## src/rtl/cor_pkg.sv

```systemverilog
// rtl/cor_pkg.sv - shared correlator index field positions and default widths
package cor_pkg;

    // cor_index field layout
    localparam int COR_IDX_W       = 5;
    localparam int COR_IDX_NEW_BIT = 0;
    localparam int COR_IDX_OVW_BIT = 1;
    localparam int COR_IDX_NUM_MSB = 4;
    localparam int COR_IDX_NUM_LSB = 2;

    // Default datapath widths
    localparam int DEF_IN_W   = 16;
    localparam int DEF_ACC_W  = 20;
    localparam int DEF_ADDR_W = 10;

endpackage

```

## src/rtl/sat_add.sv

```systemverilog
// rtl/sat_add.sv - signed add with saturation to W bits and an overflow flag
//
// Ports:
//   a, b : W-bit two's-complement operands
//   sum  : a + b clamped to [-2^(W-1), 2^(W-1)-1]
//   ovf  : high when the clamp was applied
module sat_add #(
    parameter int W = 20
) (
    input  logic [W-1:0] a,
    input  logic [W-1:0] b,
    output logic [W-1:0] sum,
    output logic         ovf
);

    logic [W:0] full;

    assign full = {a[W-1], a} + {b[W-1], b};

    // The W+1 bit result overflowed W bits exactly when its top two bits differ;
    // the top bit then gives the true sign and thus which rail to clamp to.
    always_comb begin
        sum = full[W-1:0];
        ovf = 1'b0;
        if (full[W] != full[W-1]) begin
            ovf = 1'b1;
            sum = full[W] ? {1'b1, {(W-1){1'b0}}} : {1'b0, {(W-1){1'b1}}};
        end
    end

endmodule

```

## src/rtl/coherent_sum_writer.sv

```systemverilog
// rtl/coherent_sum_writer.sv - pipelined coherent-sum accumulate into buffer RAM
//
// Ports:
//   clk, rst_b              clock, asynchronous active-low reset
//   coherent_sum_valid      one-cycle strobe with cor_index / i / q sums
//   cor_index               {correlator[2:0], overwrite_protect, new_sum}
//   i/q_coherent_sum        signed IN_W dump values
//   buffer_base             channel base address in the coherent buffer
//   flush                   drops every in-flight entry and a same-cycle strobe
//   clear_status            clears both sticky bits (wins over a same-cycle set)
//   ram_rd_*                read port; data returns the cycle after ram_rd_en
//   ram_wr_*                write port, {I,Q} packed
//   write_done              pulse coincident with ram_wr_en
//   overwrite_sticky        a write carried the overwrite-protect flag
//   saturate_sticky         an accumulate saturated on I or Q
//   busy                    any pipeline stage holds a live entry
//
// Pipeline: strobe N -> S1 (read) N+1 -> S2 (add) N+2 -> S3 (write) N+3.
module coherent_sum_writer
    import cor_pkg::*;
#(
    parameter int IN_W   = DEF_IN_W,
    parameter int ACC_W  = DEF_ACC_W,
    parameter int ADDR_W = DEF_ADDR_W
) (
    input  logic                 clk,
    input  logic                 rst_b,
    input  logic                 coherent_sum_valid,
    input  logic [COR_IDX_W-1:0] cor_index,
    input  logic [IN_W-1:0]      i_coherent_sum,
    input  logic [IN_W-1:0]      q_coherent_sum,
    input  logic [ADDR_W-1:0]    buffer_base,
    input  logic                 flush,
    input  logic                 clear_status,
    output logic                 ram_rd_en,
    output logic [ADDR_W-1:0]    ram_rd_addr,
    input  logic [2*ACC_W-1:0]   ram_rd_data,
    output logic                 ram_wr_en,
    output logic [ADDR_W-1:0]    ram_wr_addr,
    output logic [2*ACC_W-1:0]   ram_wr_data,
    output logic                 write_done,
    output logic                 overwrite_sticky,
    output logic                 saturate_sticky,
    output logic                 busy
);

    logic [ADDR_W-1:0] addr_in;
    logic [ACC_W-1:0]  i_ext;
    logic [ACC_W-1:0]  q_ext;
    logic              accept;

    // S1
    logic              v1;
    logic [ADDR_W-1:0] addr1;
    logic              new1;
    logic              ovw1;
    logic [ACC_W-1:0]  i1;
    logic [ACC_W-1:0]  q1;

    // S2
    logic              v2;
    logic [ADDR_W-1:0] addr2;
    logic              new2;
    logic              ovw2;
    logic [ACC_W-1:0]  i2;
    logic [ACC_W-1:0]  q2;

    // Last completed write, kept one extra cycle for forwarding
    logic              v4;
    logic [ADDR_W-1:0] addr4;
    logic [2*ACC_W-1:0] data4;

    logic [2*ACC_W-1:0] stored;
    logic [ACC_W-1:0]  sum_i;
    logic [ACC_W-1:0]  sum_q;
    logic              ovf_i;
    logic              ovf_q;
    logic [ACC_W-1:0]  next_i;
    logic [ACC_W-1:0]  next_q;
    logic              sat_hit;
    logic              load_s3;

    assign addr_in = buffer_base + ADDR_W'(cor_index[COR_IDX_NUM_MSB:COR_IDX_NUM_LSB]);
    assign i_ext   = ACC_W'($signed(i_coherent_sum));
    assign q_ext   = ACC_W'($signed(q_coherent_sum));
    assign accept  = coherent_sum_valid & ~flush;

    // Two hazards reach S2 with stale RAM data: the entry one ahead is being
    // written right now (S3), and the entry two ahead was written in the same
    // cycle S2's read was issued, which the RAM returns as old data. The
    // younger write (S3) has priority.
    always_comb begin
        stored = ram_rd_data;
        if (v4 && (addr4 == addr2)) begin
            stored = data4;
        end
        if (ram_wr_en && (ram_wr_addr == addr2)) begin
            stored = ram_wr_data;
        end
    end

    sat_add #(.W(ACC_W)) u_sat_i (
        .a   (stored[2*ACC_W-1:ACC_W]),
        .b   (i2),
        .sum (sum_i),
        .ovf (ovf_i)
    );

    sat_add #(.W(ACC_W)) u_sat_q (
        .a   (stored[ACC_W-1:0]),
        .b   (q2),
        .sum (sum_q),
        .ovf (ovf_q)
    );

    assign next_i  = new2 ? i2 : sum_i;
    assign next_q  = new2 ? q2 : sum_q;
    assign load_s3 = v2 & ~flush;
    assign sat_hit = load_s3 & ~new2 & (ovf_i | ovf_q);
    assign busy    = v1 | v2 | ram_wr_en;

    always_ff @(posedge clk or negedge rst_b) begin
        if (!rst_b) begin
            v1               <= 1'b0;
            addr1            <= '0;
            new1             <= 1'b0;
            ovw1             <= 1'b0;
            i1               <= '0;
            q1               <= '0;
            v2               <= 1'b0;
            addr2            <= '0;
            new2             <= 1'b0;
            ovw2             <= 1'b0;
            i2               <= '0;
            q2               <= '0;
            v4               <= 1'b0;
            addr4            <= '0;
            data4            <= '0;
            ram_rd_en        <= 1'b0;
            ram_rd_addr      <= '0;
            ram_wr_en        <= 1'b0;
            ram_wr_addr      <= '0;
            ram_wr_data      <= '0;
            write_done       <= 1'b0;
            overwrite_sticky <= 1'b0;
            saturate_sticky  <= 1'b0;
        end else begin
            // S1 capture and read issue
            v1        <= accept;
            ram_rd_en <= accept & ~cor_index[COR_IDX_NEW_BIT];
            if (accept) begin
                addr1 <= addr_in;
                new1  <= cor_index[COR_IDX_NEW_BIT];
                ovw1  <= cor_index[COR_IDX_OVW_BIT];
                i1    <= i_ext;
                q1    <= q_ext;
                if (!cor_index[COR_IDX_NEW_BIT]) begin
                    ram_rd_addr <= addr_in;
                end
            end

            // S1 -> S2
            v2 <= v1 & ~flush;
            if (v1) begin
                addr2 <= addr1;
                new2  <= new1;
                ovw2  <= ovw1;
                i2    <= i1;
                q2    <= q1;
            end

            // S2 -> S3 (write)
            ram_wr_en  <= load_s3;
            write_done <= load_s3;
            if (load_s3) begin
                ram_wr_addr <= addr2;
                ram_wr_data <= {next_i, next_q};
            end

            v4    <= ram_wr_en;
            addr4 <= ram_wr_addr;
            data4 <= ram_wr_data;

            // Stickies rise together with the write that caused them
            if (clear_status) begin
                overwrite_sticky <= 1'b0;
                saturate_sticky  <= 1'b0;
            end else begin
                overwrite_sticky <= overwrite_sticky | (load_s3 & ovw2);
                saturate_sticky  <= saturate_sticky | sat_hit;
            end
        end
    end

endmodule
```

## config.mk

```make
export PLATFORM = sky130hd
export DESIGN_NAME = coherent_sum_writer
export DESIGN_NICKNAME = d
export VERILOG_FILES = /design/src/rtl/cor_pkg.sv /design/src/rtl/sat_add.sv /design/src/rtl/coherent_sum_writer.sv
export SDC_FILE = /design/constraint.sdc
export NUM_CORES = 1
export LEC_CHECK = 0
export CORE_MARGIN = 1.5
export CORE_UTILIZATION = 45
export CTS_BUF_LIST = sky130_fd_sc_hd__clkbuf_8
export DETAILED_ROUTE_END_ITERATION = 10
export PLACE_DENSITY = 0.67
export SLEW_MARGIN = 10
export SYNTH_ARGS = -nofsm -noshare
export SYNTH_HDL_FRONTEND = slang
export SYNTH_HIERARCHICAL = 1
export SYNTH_SLANG_ARGS = --single-unit
```

## constraint.sdc

```tcl
create_clock -name clk -period 8.41 [get_ports clk]
set_input_delay 2.1025 -clock clk [delete_from_list [all_inputs] [get_ports clk]]
set_output_delay 2.1025 -clock clk [all_outputs]
set_load 0.03 [all_outputs]
```

==> impl_results.md <==
- Ys flop type: dfrtp_1
- Die W: 164.0 um
- Yosys reg bits: 205
- Utilization after layout: 55.67%
- Post-DR wirelength/cell: 18.60 um
- Core area: 0.02533 sq mm
- Share of cells above drive strength 1: 14.04%
- Area of the die: 0.02688 sq mm
- Total wire length: 30,920 um
- Compound-gate portion of the synthesized area: 16.07%
- Post-Route Setup TNS: 0 ns
- Yosys Warn Count: 6
- Avg Vias per Cell: 5.769
- # clock sinks: 205
- Total GRT Usage: 23.66%
- Post-synth EDFFs: 0
- Synth async-reset ratio: 100.0%
- First-pass GRT wire length: 50,140 um
- Starting density of the core: 46.03%
- CTS Buffer Depth: 3
- Share of synthesized cell area in and, or, nand and nor gates: 15.61%
- Reg2Reg Setup Slack: 2.91 ns
- Worst min path class: flop to flop
- Antenna cells: 0
- Port Buffers: 157
- Data required time at the worst endpoint: 8.85 ns
- Pre-antenna DRT Iters: 5
- RSZ-0062 raised after global routing: no
- Fin nets: 1,444
- Die H: 164.0 um
- Vias in the first global route: 9,400
- Crit Reg-Reg Startpoint: addr2[8]
- Least-Margin Pin Slew: 1.235 ns
- Grt total ovfl: 0
- Cell Area, Synth: 0.01166 sq mm
- H-tree levels: 2
- Post-synthesis mux area share: 6.729%
- Iteration-0 DRC count of the detailed router: 712
- Clk_skew: 0.02231 ns
- Crit path capture type: flop
- Nature of the critical path startpoint: flop
- Cts hold-fix bufs: 0
- Initial antenna violation count: 0
- Synth unique cells: 59
- Max-Cap Viols: 0
- Post-synthesis sequential area ratio: 44.00%
- Leakage power: 6.022 nW
- Vias: 9,588
- P per Cell Area: 299.8 mW/mm^2
- Final WS setup: 2.911 ns
- Cells after synthesis: 1,188
- FMAX: 181.9 MHz
- Clk slew on worst S/H paths: 0.07 ns
- Syn_nets: 1,326
- Combinational power share: 41.9%
- Routed Antenna Nets: 0
- Critical path type: flop to flop
- Post-Synth XOR/XNOR Area: 4.282%
- Largest area contributor in the netlist: dfrtp_1
- CP Max Fanout: 41
- Clk_lat worst skew: 0.54 ns
- Largest net degree at the start of global routing: 93
- # IOs: 158
- Dpl ws: 2.525 ns
- Reg2Reg Depth: 15
- CTS root buf: clkbuf_8
- Largest family of logic cells by synthesized area: compound AO/OA/AOI/OAI gates
- Fraction of the mapped netlist area in adder cells: 8.800%
- TritonCTS Buffers: 36
- Max IR drop VDD: 0.1643 mV
- Max Slew Vio Count: 0
- Clk pwr share: 22.3%
- Top-area cell type share of the netlist area: 44.00%
- Area growth syn-to-layout: 20.93%
- Synth Area per Inst: 9.814 sq um
- Internal power: 2.535 mW
- Endpoints failing setup: 0
- Post-CTS Setup Inserts: 0
- Switching Power: 1.692 mW
- RD Place Congestion: 0.8975
- # rows: 58
- Minimum clock period after layout: 5.499 ns
- Post-detail-place hpwl: 20,690 um
- Final hold violation count: 0
- CTS tree: yes
- Slew Limit Headroom: 17.17%
- Sw frac: 40.04%
- Worst r2r dst: ram_wr_data[21]
- # DRC: 0
- Hold Path Cell Cnt: 0
- Synth area leaders: dfrtp_1 44%, nand2_1 7.0%, ha_1 4.6%
- Worst hold path endpoint: data4[18]
- Critical Path AT: 5.94 ns
- PostCTS Resize Cnt: 0
- Sequential power share: 35.8%
- Status: finished, final reports clean
- Period utilisation layout: 65.38%
- Worst Min Path Start: ram_wr_data[18]
-- registers in the layout, summed over array words and instances, names as in the netlist, 10 cells and up --
register,count
data4,40
ram_wr_data,40
i1,16
i2,16
q1,16
q2,16
addr1,10
addr2,10
addr4,10
ram_rd_addr,10
ram_wr_addr,10
-- power by group through the flow --
stage / Combinational (mW) / Sequential [mW] / Clock [mW]
floorplan: 1.05 / 1.66 / 0
global placement: 1.73 / 1.52 / 0
detailed placement: 1.76 / 1.53 / 0
CTS: 1.77 / 1.52 / 0.967
global route: 1.92 / 1.56 / 1.02
finish: 1.77 / 1.51 / 0.942
-- layer usage --
layer	track usage, %	wire, um
met5	0	0
met4	7.107	663
met3	4.520	2065
met2	36.75	13800
met1	33.49	14390
-- worst max-delay path by stage --
| stage | startpoint | slack [ns] | end |
|---|---|---|---|
| detailed placement | ram_rd_data[21] | 2.52 | ram_wr_data[21] |
| floorplan | ram_rd_data[0] | 3.78 | ram_wr_data[15] |
| finish | addr2[8] | 2.91 | ram_wr_data[21] |
| CTS | addr2[8] | 2.95 | ram_wr_data[21] |
| global placement | ram_rd_data[21] | 2.57 | ram_wr_data[21] |
| global route | addr2[8] | 2.61 | ram_wr_data[30] |
-- metrics by stage --
stage	total power, mW	hold WS (ns)	instance area [sq um]	cells
CTS	4.250	0.4332	14090	1662
floorplan	2.707	0.4401	11660	1188
global route	4.494	0.4550	14100	1662
detailed placement	3.290	0.4200	13340	1598
finish	4.227	0.4259	14100	1662
global placement	3.254	0.4185	13340	1598
-- synthesized netlist by cell type (all sizes together), types with 17 or more instances --
library cell	count
nor2	30
mux2i	30
nand4	47
a21oi	40
maj3	38
nand3	19
nand2	216
xor2	17
o21ai	73
clkbuf	62
o31ai	40
dfrtp	205
buf	29
inv	21
mux2	43
nor4	40
ha	43
xnor2	40
a31oi	48
-- cells by family (layout without fill, tap and decap cells) --
kind of cell               Yosys count  in the layout
and+or+nand+nor                    391            391
AOI/OAI and AO/OA                  266            266
DFF                                205            205
buffers and inverters              112            256
adders and majority gates           84             84
muxes                               73             73
xor gates and xnor gates            57             57
-- cell usage in the layout, fill, tap and decap left out, types with 3 or more instances in the layout --
cell,count
a211oi_1,4
a211oi_2,4
a21o_1,9
a21oi_1,36
a21oi_2,4
a31oi_1,48
and2_1,8
and3_1,3
and4_1,3
buf_4,14
clkbuf_8,50
clkdlybuf4s50_1,156
clkinv_2,3
dfrtp_1,203
fa_1,3
ha_1,43
inv_1,25
inv_2,5
maj3_2,38
mux2_1,7
mux2_2,36
mux2i_1,30
nand2_1,216
nand2b_1,3
nand3_1,17
nand4_1,47
nor2_1,30
nor2b_1,6
nor3_1,5
nor4_1,40
o2111ai_1,3
o211ai_1,7
o21ai_0,48
o21ai_1,23
o21bai_1,6
o31ai_1,40
or3_1,5
xnor2_1,40
xor2_1,17
-- layout make-up --
type	count	area, sq um
repair buffers	171	1680
clock buffers	49	674.4
well taps	330	412.9
clock inverters	15	76.32
inverters	21	78.83
flip-flops and latches	205	5132
fillers	2259	11230
multi-input cells	871	6043
-- worst max-delay path: stages (launching register included) --
cell and delay, ns:
dfrtp_1 0.44, xnor2_1 0.21, nand4_1 0.12, buf_4 0.30, or3_1 0.76, buf_4 0.37, a31oi_1 0.35, ha_1 0.31
a21oi_1 0.19, o211a_1 0.32, o21ai_4 0.12, a21o_2 0.26, a211oi_4 0.96, maj3_2 0.41, mux2i_1 0.06, o21ai_0 0.17
Power figures use the tool's default switching activity.
